### src/rtl/disp_pkg.sv
// Shared definitions for the LED matrix display scheduler.
// Holds the grant/glyph encoding, the matrix geometry and the glyph
// bitmaps. It also holds the round-robin pick used by the arbiter.
package disp_pkg;

    localparam int N_COLS = 5;
    localparam int N_ROWS = 7;

    // A grant code doubles as the glyph code shown on the matrix.
    typedef enum logic [1:0] {
        GLY_NONE = 2'd0,
        GLY_A    = 2'd1,
        GLY_C    = 2'd2,
        GLY_R    = 2'd3
    } glyph_e;

    typedef enum logic {
        ST_IDLE = 1'b0,
        ST_SHOW = 1'b1
    } state_e;

    // Column 0 sits in the low 7 bits. Bit 0 of each column is the top row.
    localparam logic [N_COLS*N_ROWS-1:0] GLYPH_A_BITS = {7'h7E, 7'h09, 7'h09, 7'h09, 7'h7E};
    localparam logic [N_COLS*N_ROWS-1:0] GLYPH_C_BITS = {7'h22, 7'h41, 7'h41, 7'h41, 7'h3E};
    localparam logic [N_COLS*N_ROWS-1:0] GLYPH_R_BITS = {7'h46, 7'h29, 7'h19, 7'h09, 7'h7F};

    // Returns the first active requester after ptr, in the order A -> C -> R -> A.
    // req bit 0 = A, bit 1 = C, bit 2 = R. Returns GLY_NONE when nothing is active.
    function automatic glyph_e rr_pick(input glyph_e ptr, input logic [2:0] req);
        glyph_e pick;
        pick = GLY_NONE;
        case (ptr)
            GLY_A: begin
                if      (req[1]) pick = GLY_C;
                else if (req[2]) pick = GLY_R;
                else if (req[0]) pick = GLY_A;
            end
            GLY_C: begin
                if      (req[2]) pick = GLY_R;
                else if (req[0]) pick = GLY_A;
                else if (req[1]) pick = GLY_C;
            end
            default: begin
                if      (req[0]) pick = GLY_A;
                else if (req[1]) pick = GLY_C;
                else if (req[2]) pick = GLY_R;
            end
        endcase
        return pick;
    endfunction

endpackage

### src/rtl/glyph_rom.sv
// Combinational glyph lookup.
// Ports:
//   glyph   - glyph code (GLY_NONE/A/C/R)
//   col_idx - matrix column 0..4
//   linha   - 7-bit row pattern for that column, active-high, bit 0 = top row
module glyph_rom
    import disp_pkg::*;
(
    input  glyph_e            glyph,
    input  logic [2:0]        col_idx,
    output logic [N_ROWS-1:0] linha
);

    logic [N_COLS*N_ROWS-1:0] bits;

    always_comb begin
        bits = '0;
        case (glyph)
            GLY_A:   bits = GLYPH_A_BITS;
            GLY_C:   bits = GLYPH_C_BITS;
            GLY_R:   bits = GLYPH_R_BITS;
            default: bits = '0;
        endcase

        linha = '0;
        case (col_idx)
            3'd0:    linha = bits[6:0];
            3'd1:    linha = bits[13:7];
            3'd2:    linha = bits[20:14];
            3'd3:    linha = bits[27:21];
            3'd4:    linha = bits[34:28];
            default: linha = '0;
        endcase
    end

endmodule

### src/rtl/matrix_display_scheduler.sv
// Time-shares the 5x7 LED matrix between the supply (A), consumption (C)
// and restriction (R) status requesters. The matrix is scanned one column
// at a time. The grant rotates round-robin at frame boundaries. The block
// also drives the alarm, which a push button can mute.
// Ports:
//   clk, reset             - single clock, synchronous active-high reset
//   req_a, req_c, req_r    - level requests from the status blocks
//   button                 - mute button, asynchronous to clk
//   COLUNA                 - one-hot active-low column select (registered)
//   LINHA                  - row data for the selected column (registered)
//   alarme                 - alarm output (registered)
//
// state   | meaning
// IDLE    | nothing granted, matrix scans blank, waiting for a request at frame end
// SHOW    | grant_q owns the matrix; re-arbitrated at frame end on slot expiry or drop
module matrix_display_scheduler
    import disp_pkg::*;
#(
    parameter int SCAN_DIV    = 4,
    parameter int SLOT_FRAMES = 8,
    parameter int CNT_W       = 8
) (
    input  logic              clk,
    input  logic              reset,
    input  logic              req_a,
    input  logic              req_c,
    input  logic              req_r,
    input  logic              button,
    output logic [N_COLS-1:0] COLUNA,
    output logic [N_ROWS-1:0] LINHA,
    output logic              alarme
);

    logic [CNT_W-1:0]  div_q, div_d;
    logic [CNT_W-1:0]  frame_cnt_q, frame_cnt_d;
    logic [2:0]        col_idx_q, col_idx_d;
    state_e            state_q, state_d;
    glyph_e            grant_q, grant_d;
    glyph_e            rr_ptr_q, rr_ptr_d;
    logic [N_COLS-1:0] coluna_q, coluna_d;
    logic [N_ROWS-1:0] linha_q, linha_d;
    logic              alarme_q, alarme_d;
    logic              muted_q, muted_d;
    logic              btn_s1_q, btn_s2_q, btn_prev_q;

    logic              tick;
    logic              frame_end;
    logic              btn_rise;
    logic              granted_active;
    logic [2:0]        req_vec;
    glyph_e            pick;
    logic [N_ROWS-1:0] rom_linha;

    glyph_rom u_glyph_rom (
        .glyph   (grant_q),
        .col_idx (col_idx_q),
        .linha   (rom_linha)
    );

    assign req_vec  = {req_r, req_c, req_a};
    assign pick     = rr_pick(rr_ptr_q, req_vec);
    assign btn_rise = btn_s2_q & ~btn_prev_q;

    always_comb begin
        tick        = (div_q == CNT_W'(SCAN_DIV - 1));
        frame_end   = tick && (col_idx_q == 3'(N_COLS - 1));
        div_d       = tick ? '0 : div_q + 1'b1;
        col_idx_d   = col_idx_q;
        if (tick) begin
            col_idx_d = (col_idx_q == 3'(N_COLS - 1)) ? 3'd0 : col_idx_q + 3'd1;
        end
    end

    always_comb begin
        case (grant_q)
            GLY_A:   granted_active = req_a;
            GLY_C:   granted_active = req_c;
            GLY_R:   granted_active = req_r;
            default: granted_active = 1'b0;
        endcase
    end

    // Arbiter: decisions are taken only on frame_end, so the grant never
    // changes in the middle of a frame.
    always_comb begin
        state_d     = state_q;
        grant_d     = grant_q;
        rr_ptr_d    = rr_ptr_q;
        frame_cnt_d = frame_cnt_q;
        case (state_q)
            ST_IDLE: begin
                grant_d = GLY_NONE;
                if (frame_end && (|req_vec)) begin
                    grant_d     = pick;
                    rr_ptr_d    = pick;
                    frame_cnt_d = '0;
                    state_d     = ST_SHOW;
                end
            end
            ST_SHOW: begin
                if (frame_end) begin
                    if ((frame_cnt_q == CNT_W'(SLOT_FRAMES - 1)) || !granted_active) begin
                        frame_cnt_d = '0;
                        if (|req_vec) begin
                            grant_d  = pick;
                            rr_ptr_d = pick;
                        end else begin
                            grant_d = GLY_NONE;
                            state_d = ST_IDLE;
                        end
                    end else begin
                        frame_cnt_d = frame_cnt_q + 1'b1;
                    end
                end
            end
            default: begin
                state_d = ST_IDLE;
                grant_d = GLY_NONE;
            end
        endcase
    end

    // A dropped req_a clears the mute, even in the same cycle as a press.
    always_comb begin
        muted_d = muted_q;
        if (!req_a) begin
            muted_d = 1'b0;
        end else if (btn_rise) begin
            muted_d = 1'b1;
        end
        alarme_d = req_a & ~muted_d;
        coluna_d = ~(N_COLS'(1) << col_idx_q);
        linha_d  = rom_linha;
    end

    always_ff @(posedge clk) begin
        if (reset) begin
            div_q       <= '0;
            frame_cnt_q <= '0;
            col_idx_q   <= 3'd0;
            state_q     <= ST_IDLE;
            grant_q     <= GLY_NONE;
            rr_ptr_q    <= GLY_R;
            coluna_q    <= '1;
            linha_q     <= '0;
            alarme_q    <= 1'b0;
            muted_q     <= 1'b0;
            btn_s1_q    <= 1'b0;
            btn_s2_q    <= 1'b0;
            btn_prev_q  <= 1'b0;
        end else begin
            div_q       <= div_d;
            frame_cnt_q <= frame_cnt_d;
            col_idx_q   <= col_idx_d;
            state_q     <= state_d;
            grant_q     <= grant_d;
            rr_ptr_q    <= rr_ptr_d;
            coluna_q    <= coluna_d;
            linha_q     <= linha_d;
            alarme_q    <= alarme_d;
            muted_q     <= muted_d;
            btn_s1_q    <= button;
            btn_s2_q    <= btn_s1_q;
            btn_prev_q  <= btn_s2_q;
        end
    end

    assign COLUNA = coluna_q;
    assign LINHA  = linha_q;
    assign alarme = alarme_q;

endmodule
### config.mk
export PLATFORM = sky130hd
export DESIGN_NAME = matrix_display_scheduler
export DESIGN_NICKNAME = d
export VERILOG_FILES = /design/src/rtl/disp_pkg.sv /design/src/rtl/glyph_rom.sv /design/src/rtl/matrix_display_scheduler.sv
export SDC_FILE = /design/constraint.sdc
export NUM_CORES = 1
export LEC_CHECK = 0
export CAP_MARGIN = 0
export CORE_ASPECT_RATIO = 2
export CORE_MARGIN = 3
export CORE_UTILIZATION = 33
export DETAILED_ROUTE_END_ITERATION = 8
export PLACE_DENSITY = 0.55
export SLEW_MARGIN = 10
export SYNTH_ARGS = -nofsm -noshare
export SYNTH_HDL_FRONTEND = slang
export SYNTH_HIERARCHICAL = 1
export SYNTH_SLANG_ARGS = --single-unit
### constraint.sdc
create_clock -name clk -period 5.1 [get_ports clk]
set_clock_uncertainty 0.05 [all_clocks]
set_input_delay 0.51 -clock clk [delete_from_list [all_inputs] [get_ports clk]]
set_output_delay 0.51 -clock clk [all_outputs]
set_load 0.02 [all_outputs]
==> impl_metrics.py, run 1 <==
metrics = {
    "detailed_routing": {
        "avgRoutedWirePerCell_um": 12.5,
        "drt_first_pass_iters": 4,
        "wl_mm": 3.67,
        "wl_met3_um": 98,
        "met1_length_mm": 1.44,
        "post_drt_via_cell_ratio": 5.04,
        "antenna_left": 0,
        "top_layer": "met4",
        "num_vias": 1478,
        "drt_iter0_markers": 32,
        "dr_wl_met2_mm": 2.03,
        "drc": 0,
    },
    "cts": {
        "cts_hold_buf": 0,
        "numCtsBuffers": 5,
        "clkTransAtPathRegs_ns": 0.08,
        "cts.sinks": 41,
        "htreeDepth": 2,
        "cts_tree": "yes",
        "clock_path_buffers": 2,
        "cts_resized": 0,
        "clock_latency_ns": 0.29,
        "cts-root-buf": "clkbuf_8",
        "post-cts-setup-buffer-count": 0,
    },
    "logic_synthesis": {
        "synth_largest_area_cell": "dfxtp_1",
        "syn_area_mm2": 0.00190,
        "avgSynthCellArea_um2": 9.07,
        "syn_inst": 209,
        "synth.ff_latch_count": 41,
        "synth_cell_types": 46,
        "synth_top_area_share": 0.433,
        "synthArstFlopShare": 0,
        "synth_nets": 229,
        "synth_area_leaders": "dfxtp_1, ha_1, nor2_1",
        "synth_edf_count": 0,
        "synthFlopType": "dfxtp_1",
        "ys_seq_area_frac": 0.433,
        "yosys_warnings": 6,
    },
    "power_and_ir_drop": {
        "power_density_mw_per_mm2": 284,
        "p_leak_nw": 0.859,
        "ir_drop_v": 0.000184,
    },
    "floorplanning": {
        "die_w_um": 59.6,
        "dieArea_mm2": 0.00674,
        "io_pins": 19,
        "core_mm2": 0.00552,
        "initial_core_util": 0.344,
        "dieHeight_um": 113,
        "rows": 38,
    },
    "timing": {
        "fin_crit_sh": 0.481,
        "tightest_slew_ns": 0.679,
        "rsz0062_at_grt": "false",
        "fmax_mhz": 407,
        "slew_violations": 0,
        "hold_viol": 0,
        "tns_ns": 0,
        "worst_hold_slack_ns": 0.377,
        "relSlewSlack": 0.541,
        "setup_viol": 0,
        "period_minus_slack_ns": 2.45,
    },
    "layout": {
        "antenna_cells": 0,
        "nNetsFinal": 252,
        "area_delta_synth_final_pct": 18.9,
        "final_layout_size_suffix_gt1_frac": 0.0815,
    },
    "grt": {
        "grt_max_degree": 25,
        "gr-usage-all-layers": 0.125,
        "grt.overflow.total": 0,
        "grt_pass1_wl_mm": 6.56,
        "antenna_found_initial": 0,
        "first_global_vias": 1440,
    },
    "placed_design": {
        "gp_congestion": 0.742,
        "dp_hpwl_mm": 2.74,
        "io_buffers": 18,
    },
    "critical_path": {
        "required_ns": 5.27,
        "crit_type": "reg2reg",
        "r2r_setup_slack_ns": 2.65,
        "endpoint_kind": "flip-flop",
        "critical_path_peak_fanout": 7,
        "r2r_cells": 6,
        "arrival_ns": 2.63,
        "cp-start-kind": "flip-flop",
    },
    "status": {
        "status": "finished clean",
    },
    "flow_run": {
        "cap_viol_max_count": 0,
    },
    "hold_path": {
        "hp-class": "reg2reg",
        "hold_path_depth": 1,
    },
}
## flip-flops by register name, summed over array words and instances, names as in the netlist, 2 cells and up
signal,count
frame_cnt_q,8
grant_q,2
div_q,8
col_idx_q,3
LINHA,7
rr_ptr_q,2
COLUNA,5
## power by group
part           leakage [nW]  internal, mW  total [mW]  switching (mW)
Sequential            0.332         0.326       0.332         0.00572
Clock                0.0585         0.160       0.272           0.113
Combinational         0.469        0.0161      0.0371          0.0209
Total                 0.859         0.502       0.641           0.139
## cell type report
class	count	area, µm²
clock buffers	7	86.3
flip-flops and latches	41	821
inverters	13	48.8
clock inverters	1	30.0
multi-input cells	152	1010
well taps	60	75.1
repair buffers	19	188
fillers	568	3260
## cell usage after synthesis, types with 2 or more instances
cell type and instances:
or4_1 5, nand3_1 10, nand2b_1 2, clkbuf_1 2
inv_1 12, a21oi_1 8, xnor2_1 3, and3_1 5
nand2_1 18, ha_1 14, xor2_1 7, nor2b_1 11
a211oi_1 4, nor4_1 2, nor3_1 3, or4_4 2
nor2_1 23, a31oi_1 2, o21ai_0 5, nand4_1 4
dfxtp_1 41, nor3_2 2
## stage by stage
stage	utilization	power (mW)	worst slack [ns]	instance area (µm²)	instances
after detailed placement	0.388	0.377	2.36	2140	285
after floorplan	-	0.361	2.91	1900	209
final	0.409	0.641	2.65	2250	293
after CTS	0.409	0.651	2.62	2250	293
after global routing	0.409	0.671	2.38	2250	293
after global placement	0.388	0.377	2.45	2140	285
## cells by family (layout without fill, tap and decap cells)
kind of cell | after synthesis | after routing | share of synthesized area
fa+ha+maj | 14 | 14 | 0.0924
compound gates | 30 | 30 | 0.107
simple gates | 97 | 97 | 0.280
mux | 1 | 1 | 0.00528
xor+xnor | 10 | 10 | 0.0462
flops | 41 | 41 | 0.433
buf+inv | 16 | 40 | 0.0363
## worst max-delay path, cell delays in order, from the launching register on
cell,delay (ns)
dfxtp_1,0.40
ha_1,0.23
or3b_2,0.49
nor3_2,0.31
nand2_1,0.22
or4_1,0.53
a31oi_1,0.16
## placed cells by master (no fill, tap or decap), drive strengths merged, types with 2 or more instances in the layout
master and n:
a211oi 5, a21oi 9, a31oi 2, and2 2, and3 5, clkbuf 7, clkdlybuf4s50 18, dfxtp 41
ha 14, inv 12, nand2 18, nand2b 2, nand3 10, nand4 4, nor2 23, nor2b 11
nor3 5, nor4 2, o21ai 5, or4 7, xnor2 3, xor2 7
## routing by layer
| layer | vias up | GRT usage |
|---|---|---|
| li1 | 776 | - |
| met1 | 672 | 0.135 |
| met2 | 23 | 0.221 |
| met3 | 7 | 0.0251 |
| met4 | 0 | 0.0607 |
| met5 | - | 0 |
## final timing paths
check,from,to
max,div_q[0]$_SDFF_PP0_,frame_cnt_q[3]$_SDFFE_PP0P_
min,muted_q$_SDFF_PP0_,alarme$_SDFF_PP0_
min reg2reg,muted_q$_SDFF_PP0_,alarme$_SDFF_PP0_
max reg2reg,div_q[0]$_SDFF_PP0_,frame_cnt_q[3]$_SDFFE_PP0P_
(Power assumes the default switching activity.)
==> inputs of run 2 (changes only) <==
==> constraint.sdc (replaced) <==
create_clock -name clk -period 2.5 [get_ports clk]
set_clock_uncertainty 0.05 [all_clocks]
set_input_delay 0.25 -clock clk [delete_from_list [all_inputs] [get_ports clk]]
set_output_delay 0.25 -clock clk [all_outputs]
set_load 0.02 [all_outputs]
==> impl_metrics.py, run 2 (synthesized netlist as in run 1, its figures left out) <==
metrics = {
    "power_and_ir_drop": {
        "fin_total_pwr_mw": 1.31,
        "p_clk_frac": 0.425,
        "comb_power_share": 0.062,
        "ir_drop_v": 0.000403,
        "p_switching_mw": 0.287,
        "p_leak_nw": 0.894,
        "swShare": 0.219,
        "power_density_mw_per_mm2": 568,
        "pwr-share-seq": 0.513,
        "internal-power_mw": 1.03,
    },
    "hold_path": {
        "hold_path_depth": 1,
        "whs_endpoint": "alarme$_SDFF_PP0_",
        "hp-class": "reg2reg",
        "hp-start": "muted_q$_SDFF_PP0_",
    },
    "layout": {
        "multi_input_area_mm2": 0.00101,
        "nNetsFinal": 259,
        "layout.area.seq_um2": 821,
        "final_cell_mix": "dfxtp_1, nor2_1, nand2_1, clkdlybuf4s50_1, ha_1",
        "fillCellCount": 567,
        "antenna_cells": 0,
        "mostFrequentLayoutCell": "dfxtp_1",
        "area_delta_synth_final_pct": 21.9,
        "final_layout_size_suffix_gt1_frac": 0.113,
    },
    "cts": {
        "clock_path_buffers": 2,
        "htreeDepth": 2,
        "cts-root-buf": "clkbuf_8",
        "cts_resized": 0,
        "cts_hold_buf": 0,
        "clock_latency_ns": 0.30,
        "post-cts-setup-buffer-count": 0,
        "cts.sinks": 41,
        "clkTransAtPathRegs_ns": 0.08,
        "cts_tree": "yes",
        "numCtsBuffers": 5,
    },
    "grt": {
        "grt.overflow.total": 0,
        "first_global_vias": 1547,
        "grt_max_degree": 14,
        "grt_pass1_wl_mm": 6.76,
        "gr-usage-all-layers": 0.129,
        "antenna_found_initial": 0,
    },
    "detailed_routing": {
        "num_vias": 1536,
        "drc": 0,
        "wl_mm": 3.80,
        "drt_first_pass_iters": 4,
        "antenna_left": 0,
        "post_drt_via_cell_ratio": 5.12,
        "avgRoutedWirePerCell_um": 12.7,
        "drt_iter0_markers": 47,
    },
    "floorplanning": {
        "core_mm2": 0.00552,
        "rows": 38,
        "dieArea_mm2": 0.00674,
        "die_w_um": 59.6,
        "dieHeight_um": 113,
        "initial_core_util": 0.344,
        "io_pins": 19,
    },
    "timing": {
        "worst_hold_slack_ns": 0.377,
        "setup_viol": 0,
        "rsz0062_at_grt": "false",
        "slew_violations": 0,
        "fin_ws_ns": 0.240,
        "tightest_slew_ns": 0.491,
        "hold_viol": 0,
        "fin_crit_sh": 0.904,
        "period_minus_slack_ns": 2.26,
        "relSlewSlack": 0.669,
        "tns_ns": 0,
        "fmax_mhz": 442,
    },
    "critical_path": {
        "r2r_cells": 6,
        "r2r_setup_slack_ns": 0.24,
        "critical_path_peak_fanout": 7,
        "arrival_ns": 2.44,
        "worstReg2RegStart": "div_q[0]$_SDFF_PP0_",
        "endpoint_kind": "flip-flop",
        "cp-start-kind": "flip-flop",
        "r2r_end": "frame_cnt_q[3]$_SDFFE_PP0P_",
        "path_cells": "ha_1 > or3b_2 > nor3_2 > nand2_1 > or4_1 > a31oi_1",
        "critical_path.max_stage_delay_ns": 0.53,
        "crit_path_top_delay_cell": "or4_1",
        "required_ns": 2.68,
        "crit_type": "reg2reg",
    },
    "placed_design": {
        "io_buffers": 18,
        "gp_congestion": 0.755,
        "place_ws_ns": 0.243,
        "dp_hpwl_mm": 2.95,
    },
    "status": {
        "status": "finished clean",
    },
    "flow_run": {
        "cap_viol_max_count": 0,
    },
}
[run 2: worst max-delay path, delay by kind of cell (launching register included)]
family | cells | cell delay (ns)
adders and majority gates | 1 | 0.22
AOI/OAI and AO/OA | 1 | 0.16
and+or+nand+nor | 4 | 1.39
DFF | 1 | 0.39
[run 2: cell type report]
| class | instances | area share |
|---|---|---|
| Clock inverter | 2 | 0.0162 |
| Timing Repair Buffer | 26 | 0.104 |
| Inverter | 13 | 0.0211 |
| Multi-Input combinational cell | 152 | 0.435 |
| Tap cell | 60 | 0.0325 |
| Clock buffer | 6 | 0.0357 |
| Sequential cell | 41 | 0.355 |
[run 2: per-stage QoR]
stage	utilization	cells	instance area (µm²)
after detailed placement	0.397	292	2190
after floorplan	-	209	1900
after global placement	0.397	292	2190
after CTS	0.419	300	2310
final	0.419	300	2310
after global routing	0.419	300	2310
[run 2: worst max path at each step]
stage	to	cells after the start	startpoint	slack [ns]
floorplan	frame_cnt_q[3]$_SDFFE_PP0P_	6	div_q[0]$_SDFF_PP0_	0.31
global placement	frame_cnt_q[3]$_SDFFE_PP0P_	6	div_q[0]$_SDFF_PP0_	0.26
detailed placement	frame_cnt_q[3]$_SDFFE_PP0P_	6	div_q[0]$_SDFF_PP0_	0.24
CTS	frame_cnt_q[3]$_SDFFE_PP0P_	6	div_q[0]$_SDFF_PP0_	0.22
global route	frame_cnt_q[7]$_SDFFE_PP0P_	6	div_q[0]$_SDFF_PP0_	0.02
finish	frame_cnt_q[3]$_SDFFE_PP0P_	6	div_q[0]$_SDFF_PP0_	0.24
[run 2: per-layer routing]
metal | wire (µm) | up-vias | GRT usage
met1 | 1460 | 704 | 0.128
li1 | - | 789 | -
met2 | 2060 | 33 | 0.232
met3 | 111 | 10 | 0.0240
met5 | 0 | - | 0
met4 | 172 | 0 | 0.0828
[run 2: power groups by stage]
stage	Sequential (mW)	Clock (mW)	Combinational (mW)
floorplan	0.695	0	0.0406
global placement	0.689	0	0.0826
detailed placement	0.689	0	0.0831
CTS	0.674	0.578	0.0832
global route	0.676	0.598	0.0926
finish	0.674	0.558	0.0814
